## src/rtl/burst_vec_serdes.sv

```systemverilog
// burst_vec_serdes: fetches data/weight bursts from two DMA read ports into LANES-wide
// operand vectors, then serialises the returned result vector back to a DMA write port.
module burst_vec_serdes #(
  parameter int DATA_W = 16,
  parameter int LANES  = 16,
  parameter int ADDR_W = 30,
  parameter int CNT_W  = 8
) (
  input  logic                    clk,
  input  logic                    rst,
  input  logic                    start,
  input  logic [CNT_W-1:0]        cfg_lanes,
  input  logic [31:0]             cfg_bursts,
  input  logic                    cfg_pad,
  input  logic [ADDR_W-1:0]       cfg_data_addr,
  input  logic [ADDR_W-1:0]       cfg_weight_addr,
  input  logic [ADDR_W-1:0]       cfg_result_addr,
  output logic                    busy,
  output logic                    done,
  output logic                    rd_d_en,
  output logic                    rd_w_en,
  output logic [ADDR_W-1:0]       rd_d_addr,
  output logic [ADDR_W-1:0]       rd_w_addr,
  input  logic                    rd_d_we,
  input  logic                    rd_w_we,
  input  logic [DATA_W-1:0]       rd_d_data,
  input  logic [DATA_W-1:0]       rd_w_data,
  output logic                    vec_valid,
  input  logic                    vec_ready,
  output logic [LANES*DATA_W-1:0] vec_data,
  output logic [LANES*DATA_W-1:0] vec_weight,
  input  logic                    res_valid,
  output logic                    res_ready,
  input  logic [LANES*DATA_W-1:0] res_data,
  output logic                    wr_en,
  output logic [ADDR_W-1:0]       wr_addr,
  input  logic                    wr_re,
  output logic [DATA_W-1:0]       wr_data,
  output logic                    wr_valid
);

  localparam int IDX_W = (LANES > 1) ? $clog2(LANES) : 1;

  typedef enum logic [2:0] {
    IDLE, FETCH, ISSUE, COLLECT, WRITE, DONE
  } state_t;

  state_t state, state_nxt;

  logic [CNT_W-1:0]  lanes_q, d_cnt, w_cnt, wc;
  logic [CNT_W-1:0]  d_cnt_inc, w_cnt_inc, wc_inc;
  logic [31:0]       bursts_q, b_cnt;
  logic              pad_q;
  logic [DATA_W-1:0] d_buf [LANES];
  logic [DATA_W-1:0] w_buf [LANES];
  logic [DATA_W-1:0] r_buf [LANES];

  logic              start_ok, d_take, w_take, d_full, w_full;
  logic              wr_take, wr_last, last_burst;
  logic [ADDR_W-1:0] addr_step;

  function automatic logic [CNT_W-1:0] eff_lanes(input logic [CNT_W-1:0] req);
    if (req == '0 || req > CNT_W'(LANES)) return CNT_W'(LANES);
    return req;
  endfunction

  assign start_ok   = (state == IDLE) && start;
  assign d_cnt_inc  = d_cnt + CNT_W'(1);
  assign w_cnt_inc  = w_cnt + CNT_W'(1);
  assign wc_inc     = wc + CNT_W'(1);
  assign d_take     = (state == FETCH) && !pad_q && rd_d_we && (d_cnt < lanes_q);
  assign w_take     = (state == FETCH) && rd_w_we && (w_cnt < lanes_q);
  // Fill status counts a strobe taken this cycle so ISSUE follows the last strobe directly.
  assign d_full     = pad_q || (d_cnt == lanes_q) || (d_take && (d_cnt_inc == lanes_q));
  assign w_full     = (w_cnt == lanes_q) || (w_take && (w_cnt_inc == lanes_q));
  assign wr_take    = (state == WRITE) && wr_re && (wc < lanes_q);
  assign wr_last    = wr_take && (wc_inc == lanes_q);
  assign last_burst = ((b_cnt + 32'd1) == bursts_q);
  assign addr_step  = ADDR_W'(lanes_q);

  assign busy      = (state != IDLE);
  assign done      = (state == DONE);
  assign rd_d_en   = (state == FETCH) && !pad_q && (d_cnt < lanes_q);
  assign rd_w_en   = (state == FETCH) && (w_cnt < lanes_q);
  assign vec_valid = (state == ISSUE);
  assign res_ready = (state == COLLECT);
  assign wr_en     = (state == WRITE);

  always_ff @(posedge clk or posedge rst) begin
    if (rst) state <= IDLE;
    else     state <= state_nxt;
  end

  always_comb begin
    state_nxt = state;
    case (state)
      IDLE:    if (start) state_nxt = (cfg_bursts == 32'd0) ? DONE : FETCH;
      FETCH:   if (d_full && w_full) state_nxt = ISSUE;
      ISSUE:   if (vec_ready) state_nxt = COLLECT;
      COLLECT: if (res_valid) state_nxt = WRITE;
      WRITE:   if (wr_last) state_nxt = last_burst ? DONE : FETCH;
      DONE:    state_nxt = IDLE;
      default: state_nxt = IDLE;
    endcase
  end

  // Job configuration, counters and per-burst addresses
  always_ff @(posedge clk or posedge rst) begin
    if (rst) begin
      lanes_q   <= '0;
      bursts_q  <= '0;
      pad_q     <= 1'b0;
      b_cnt     <= '0;
      d_cnt     <= '0;
      w_cnt     <= '0;
      wc        <= '0;
      rd_d_addr <= '0;
      rd_w_addr <= '0;
      wr_addr   <= '0;
    end else begin
      if (start_ok) begin
        lanes_q   <= eff_lanes(cfg_lanes);
        bursts_q  <= cfg_bursts;
        pad_q     <= cfg_pad;
        rd_d_addr <= cfg_data_addr;
        rd_w_addr <= cfg_weight_addr;
        wr_addr   <= cfg_result_addr;
        b_cnt     <= '0;
        d_cnt     <= '0;
        w_cnt     <= '0;
        wc        <= '0;
      end
      if (d_take)  d_cnt <= d_cnt_inc;
      if (w_take)  w_cnt <= w_cnt_inc;
      if (wr_take) wc    <= wc_inc;
      if (wr_last) begin
        wc    <= '0;
        d_cnt <= '0;
        w_cnt <= '0;
        if (!last_burst) begin
          b_cnt     <= b_cnt + 32'd1;
          rd_d_addr <= rd_d_addr + addr_step;
          rd_w_addr <= rd_w_addr + addr_step;
          wr_addr   <= wr_addr + addr_step;
        end
      end
    end
  end

  // Lane buffers, result capture and write serialiser
  always_ff @(posedge clk or posedge rst) begin
    if (rst) begin
      for (int i = 0; i < LANES; i++) begin
        d_buf[i] <= '0;
        w_buf[i] <= '0;
        r_buf[i] <= '0;
      end
      wr_data  <= '0;
      wr_valid <= 1'b0;
    end else begin
      if (d_take) d_buf[d_cnt[IDX_W-1:0]] <= rd_d_data;
      if (w_take) w_buf[w_cnt[IDX_W-1:0]] <= rd_w_data;
      if (res_ready && res_valid) begin
        for (int i = 0; i < LANES; i++) r_buf[i] <= res_data[i*DATA_W +: DATA_W];
      end
      wr_valid <= wr_take;
      if (wr_take) wr_data <= r_buf[wc[IDX_W-1:0]];
    end
  end

  // Lanes beyond the active count, and all data lanes in pad mode, read as zero.
  always_comb begin
    vec_data   = '0;
    vec_weight = '0;
    for (int i = 0; i < LANES; i++) begin
      if (CNT_W'(i) < lanes_q) begin
        vec_weight[i*DATA_W +: DATA_W] = w_buf[i];
        if (!pad_q) vec_data[i*DATA_W +: DATA_W] = d_buf[i];
      end
    end
  end

endmodule

```

## config.mk

```make
export PLATFORM = sky130hd
export DESIGN_NAME = burst_vec_serdes
export DESIGN_NICKNAME = d
export VERILOG_FILES = /design/src/rtl/burst_vec_serdes.sv
export SDC_FILE = /design/constraint.sdc
export NUM_CORES = 2
export LEC_CHECK = 0
export ABC_CLOCK_PERIOD_IN_PS = 37900
export BUFFER_PORTS_ARGS = -buffer_cell sky130_fd_sc_hd__buf_2
export CORE_AREA = 2 2 413 415
export CTS_CLUSTER_SIZE = 40
export DETAILED_ROUTE_END_ITERATION = 8
export DIE_AREA = 0 0 415 417
export PLACE_DENSITY_LB_ADDON = 0.12
export SETUP_SLACK_MARGIN = 0.02
export SYNTH_ARGS = -nofsm -noshare
export SYNTH_HDL_FRONTEND = slang
export SYNTH_SLANG_ARGS = --single-unit
```

## constraint.sdc

```tcl
create_clock -name clk -period 37.9 [get_ports clk]
set_clock_uncertainty 0.2 [all_clocks]
set_input_delay 7.58 -clock clk [delete_from_list [all_inputs] [get_ports clk]]
set_output_delay 7.58 -clock clk [all_outputs]
set_load 0.005 [all_outputs]
```

-- Word level (Yosys, flattened, before mapping)
Index checks and enable logic that the tools add are counted.
- memories: 0
- ROM bits: 0
- bits in latches: 0
- output and inout port bits: 626
- RAM bits: 0
- word-level logic and storage cells: 230
- flip-flop bits (word level): 975
- bitwise operators: 3
- add/sub/neg operators: 7
- multipliers: 0
- multiplexer cells: 88
- magnitude comparators: 25
- reductions and logical operators: 30
- divide/modulo/power cells: 0
- shift-type cells: 0
- equality and inequality tests: 16
- operators with widths (cell ; number):
    $mux 16 ; 52
    $bwmux 256 ; 2
    $mux 30 ; 9
    $demux 16 s4 ; 2
    $mux 32 ; 3
    $add 30x8->30 ; 3
    $mux 8 ; 9
    $bmux 16 s4 ; 1
    $lt 4x8->1 const A ; 8
    $eq 8x8->1 ; 5
    $add 32x1->32 const B ; 1
    $eq 32x32->1 ; 1
    $logic_not 32->1 ; 1
    $lt 3x8->1 const A ; 4
    $add 8x1->8 const B ; 3
    $lt 8x8->1 ; 3
    $mux 3 ; 7
    $logic_and 1x1->1 ; 17
    $lt 1x8->1 const A ; 2
    $lt 2x8->1 const A ; 2
    $ge 5x5->1 const B ; 3
    $not 4->5 ; 3
    $pmux 3 s5 ; 1
    $reduce_bool 3->1 ; 4
    other kinds (13) ; 23

-- Depth between registers and ports, before layout
- depth in word-level cells: 9
- depth in mapped cells: 16
- depth with buffers taken out: 12

-- Least setup slack after synthesis
OpenSTA, ideal clock, no wires.
- path kind: register to output
- start: register lanes_q[7]
- end: output port vec_data[10]
- path slack: 27.349 ns
- data required time: 30.120 ns
- stages on the path, launching flop included: 8
- arrival time: 2.771 ns
- cells stage by stage: dfrtp_1 -> clkbuf_1 -> nor4_1 -> nand2_1 -> nor4_1 -> nor2_1 -> clkbuf_1 -> and2_1
- longest elaborated chain between the ends: 2
- ends and longest elaborated chain (item ; line ; source):
    start, declared ; 50 ; logic [CNT_W-1:0] lanes_q, d_cnt, w_cnt, wc;
    start signal, assigned ; 122 ; lanes_q <= eff_lanes(cfg_lanes);
    $lt 1x8->1 ; 176 ; if (CNT_W'(i) < lanes_q) begin
    $mux 16 ; 176 ;
    end, declared ; 30 ; output logic [LANES*DATA_W-1:0] vec_data,
No other way between the ends.

-- Final worst setup path
- start: register lanes_q[7]
- end: output port vec_data[33]
- longest elaborated chain between the ends: 2
- ends and longest elaborated chain (item ; line):
    $lt 2x8->1 ; 176
    $mux 16 ; 176
No other way between the ends.

==> summary.md <==
| Metric | Value |
|---|---|
| CORE AREA | `168500 um^2` |
| Max Cap Violations | `0` |
| Total of warnings raised by yosys | `0` |
| CTS clk-pin slew, worst paths | `0.06 ns` |
| Hold Violations, Final | `0` |
| Final Cell Area | `59810 um^2` |
| Overall fraction of global-route tracks in use | `21.66%` |
| Startpoint type of the worst setup path | `register` |
| Pins over their slew limit | `0` |
| Switching portion of total power | `33.96%` |
| Critical path type | `register to output pin` |
| Count of hold-fix buffers inserted at cts | `0` |
| H-tree lvl count | `3` |
| Largest fanout on the critical path | `28` |
| Library cell with the highest instance count after synthesis | `sky130_fd_sc_hd__dfrtp_1` |
| Average footprint of a synthesized cell | `12.05 um^2` |
| Setup repair after global routing missed its margin | `no` |
| Fillers | `17190` |
| Final setup violation count | `0` |
| Die outline height | `417 um` |
| Crit path buf inv count | `2` |
| Placed standard-cell area | `55840 um^2` |
| Number of nets at the end of the flow | `5465` |
| Initial Util | `28.49%` |
| DRC violation count after routing | `0` |
| DP HPWL | `141500 um` |
| Slew margin rel. | `18.92%` |
| Multi-input gate area | `22590 um^2` |
| Max Buffers Root-to-Sink | `3` |
| Global-route wire length before repair | `274700 um` |
| Post-synth top area share | `50.81%` |
| CP Capture Type | `output pin` |
| Total nets after synthesis | `4472` |
| Worst path top cell family by delay | `simple AND/OR/NAND/NOR gates` |
| Clock tree from TritonCTS | `done` |
| Commonest cells in the synthesized netlist | `sky130_fd_sc_hd__dfrtp_1 (975), sky130_fd_sc_hd__mux2_2 (804), sky130_fd_sc_hd__and2_1 (408)` |
| Final Routed Wirelength | `191400 um` |
| Share of power burned in registers | `39.3%` |
| Number of global-route vias before repair | `37070` |
| Number of primary I/O pins | `1053` |
| Inserted Clock Buffers | `115` |
| Cell types with the largest area share after synthesis | `sky130_fd_sc_hd__dfrtp_1 (51%), sky130_fd_sc_hd__mux2_2 (19%), sky130_fd_sc_hd__and2_1 (5.3%)` |
| Maximum VDD drop | `0.04257 mV` |
| Critical Path Stages | `7` |
| Post-route clock period utilization | `31.33%` |
| Cts repair resizes | `0` |
| Number of distinct standard cells referenced by the synthesized netlist | `84` |
| Horizontal extent of the die | `415 um` |
| Share of layout cells above drive strength 1 | `44.57%` |
| # rows | `151` |
| Reported leakage power | `29.10 nW` |
| Cells along the critical path | `nor4_2, buf_4, and2_1, and3_1, nor2_1, and2_1, buf_2` |
| Internal Power | `2.610 mW` |
| DRT antenna net count | `0` |
| CTS Sinks | `975` |
| Global placement routability congestion | `0.8222` |
| Combined flip-flop and latch cell area | `24410 um^2` |
| Drt first pass iters | `5` |
| Antenna violations before repair | `82` |
| Relative area change from synthesis to final layout | `24.56%` |
| Pin count of the biggest net entering global routing | `141` |
| Sw power | `1.342 mW` |
| EDFF count, synth | `0` |
| Buffers added on ports | `1052` |
| Violation count after the first detailed-routing iteration | `1895` |
| Fraction of power consumed by the clock network | `29.0%` |
| Hold Path Class | `register to register` |
| Number of vias per cell after detailed routing | `4.887` |
| Mapped cell area | `48020 um^2` |
| Commonest register cell after synthesis | `sky130_fd_sc_hd__dfrtp_1` |
| Cell type contributing the most total cell area after synthesis | `sky130_fd_sc_hd__dfrtp_1` |
| Area of the die | `173100 um^2` |
| Routed vias | `35760` |
| Fraction of the yosys area taken by sequential cells | `50.81%` |
| Comb pwr share | `31.7%` |
| Overflow left after global routing | `0` |
| Power density over the cells | `66.08 nW/um^2` |
| Per-cell routed wire length | `26.16 um` |
| Worst skew pair latency | `0.76 ns` |
| Status | `completed` |
| Transition time at the pin with the least slew margin | `1.216 ns` |
| Slowest cell delay on critical path | `0.69 ns` |
| Depth of the worst register-to-register path | `10` |
| Post-CTS Repair Setup Buffers | `0` |
| Arrival time of data at the critical path endpoint | `4.09 ns` |
| Hold Path Stages | `1` |
| Min Tclk post-route | `11.87 ns` |
| Total negative slack for setup checks | `0 ns` |
| Buffer cell driving the clock tree root | `sky130_fd_sc_hd__clkbuf_16` |
| Endpoint required time on the critical path | `30.12 ns` |
| Most used cell along the critical path | `sky130_fd_sc_hd__and2_1` |
| Synth Instances | `3984` |
| #FFs+latches synth | `975` |
| Slowest cell on the critical path | `sky130_fd_sc_hd__and3_1` |
| Fraction of synthesis flops using an asynchronous set or reset pin | `100.0%` |
| Upper clock frequency limit | `84.22 MHz` |
## layer usage
metal,GRT usage (%),up-vias,share of wire [%],wire length [um]
met3,5.271,349,5.5,10460
li1,-,16050,-,-
met1,25.52,18400,40,75890
met5,0,-,0.10,196
met4,7.541,32,4.2,7990
met2,38.27,933,51,96880
## cell usage in the layout, fill, tap and decap left out, types with 8 or more instances in the layout
cell | Yosys | layout
sky130_fd_sc_hd__clkinv_2 | 0 | 20
sky130_fd_sc_hd__or3_1 | 16 | 16
sky130_fd_sc_hd__o22ai_1 | 11 | 11
sky130_fd_sc_hd__a21oi_1 | 59 | 56
sky130_fd_sc_hd__a31oi_1 | 41 | 40
sky130_fd_sc_hd__buf_4 | 3 | 75
sky130_fd_sc_hd__clkbuf_16 | 0 | 116
sky130_fd_sc_hd__o21a_1 | 35 | 35
sky130_fd_sc_hd__ha_1 | 58 | 58
sky130_fd_sc_hd__and3_1 | 44 | 44
sky130_fd_sc_hd__buf_2 | 26 | 1052
sky130_fd_sc_hd__xor2_1 | 30 | 30
sky130_fd_sc_hd__nor2b_1 | 151 | 151
sky130_fd_sc_hd__o31ai_1 | 9 | 9
sky130_fd_sc_hd__and4_1 | 12 | 12
sky130_fd_sc_hd__inv_1 | 57 | 56
sky130_fd_sc_hd__nor3_2 | 1 | 10
sky130_fd_sc_hd__diode_2 | 0 | 28
sky130_fd_sc_hd__nor3_1 | 32 | 23
sky130_fd_sc_hd__mux2_2 | 804 | 804
sky130_fd_sc_hd__o211ai_1 | 12 | 12
sky130_fd_sc_hd__a21o_1 | 17 | 17
sky130_fd_sc_hd__and2_1 | 408 | 407
sky130_fd_sc_hd__nand4_1 | 28 | 28
sky130_fd_sc_hd__mux2i_1 | 83 | 83
sky130_fd_sc_hd__nand2b_1 | 19 | 19
sky130_fd_sc_hd__clkbuf_8 | 0 | 30
sky130_fd_sc_hd__o21ai_0 | 69 | 67
sky130_fd_sc_hd__nor4_1 | 29 | 27
sky130_fd_sc_hd__nor2_2 | 0 | 20
sky130_fd_sc_hd__nand3_1 | 65 | 65
sky130_fd_sc_hd__dfrtp_1 | 975 | 973
sky130_fd_sc_hd__xnor2_1 | 64 | 64
sky130_fd_sc_hd__a211oi_1 | 18 | 16
sky130_fd_sc_hd__nand2_1 | 238 | 236
sky130_fd_sc_hd__a21boi_0 | 8 | 8
sky130_fd_sc_hd__clkbuf_1 | 194 | 29
sky130_fd_sc_hd__nor2_1 | 143 | 123
sky130_fd_sc_hd__mux4_2 | 80 | 80
## area by class of cell
type / instances / share of cell area, %
tap: 2218 / 4.640
multi-input combinational: 2700 / 37.76
sequential: 975 / 40.80
antenna: 28 / 0.1171
timing repair buffer: 1128 / 9.777
clock inverter: 36 / 0.8054
inverter: 57 / 0.3703
clock buffer: 175 / 5.725
## cell families (layout without fill, tap and decap cells)
family                     Yosys count  in the layout  synth area share, %
xor gates and xnor gates            94             94                1.714
adders and majority gates           62             62                1.657
muxes                              968            968                24.36
other                                0             28                    0
buffers and inverters              309           1396                2.522
DFF                                975            975                50.81
and+or+nand+nor                   1220           1220                13.92
AOI/OAI and AO/OA                  356            356                5.013
## power groups by stage
stage	clock (mW)	combinational, mW	sequential, mW
2_1_floorplan	0	0.796	1.49
3_3_place_gp	0	1.26	1.57
3_5_place_dp	0	1.27	1.57
4_1_cts	1.18	1.28	1.55
5_1_grt	1.22	1.37	1.59
6_report	1.15	1.25	1.55
## worst paths after layout
check,startpoint,endpoint,slack [ns]
min in group asynchronous,rst,r_buf[170],6.69
hold reg to reg,d_buf[35],d_buf[35],0.30
setup / recovery,lanes_q[7],vec_data[33],26.03
hold / removal,d_buf[35],d_buf[35],0.30
max in group asynchronous,rst,w_buf[118],27.20
setup reg to reg,b_cnt[2],rd_w_addr[29],32.37
## sequential cells by signal, summed over array words and instances (netlist names), 3 cells and up
signal / cells
lanes_q: 8
wr_data: 16
w_buf: 256
r_buf: 256
rd_w_addr: 30
d_buf: 256
wc: 8
d_cnt: 8
rd_d_addr: 30
w_cnt: 8
wr_addr: 30
state: 3
bursts_q: 32
b_cnt: 32
## metrics by stage
| stage | util (%) | setup WS, ns | total power, mW | hold slack, ns | cells |
|---|---|---|---|---|---|
| 2_1_floorplan | - | 2.693 | 2.283 | 0.2652 | 3984 |
| 3_3_place_gp | 33.13 | 26.11 | 2.824 | 0.2798 | 7078 |
| 3_5_place_dp | 33.13 | 26.13 | 2.845 | 0.2854 | 7078 |
| 4_1_cts | 35.45 | 25.83 | 4.016 | 0.2994 | 7289 |
| 5_1_grt | 35.47 | 25.72 | 4.182 | 0.3064 | 7301 |
| 6_report | 35.49 | 26.03 | 3.953 | 0.2953 | 7317 |
Note: power is estimated with default switching activity, not from simulation.
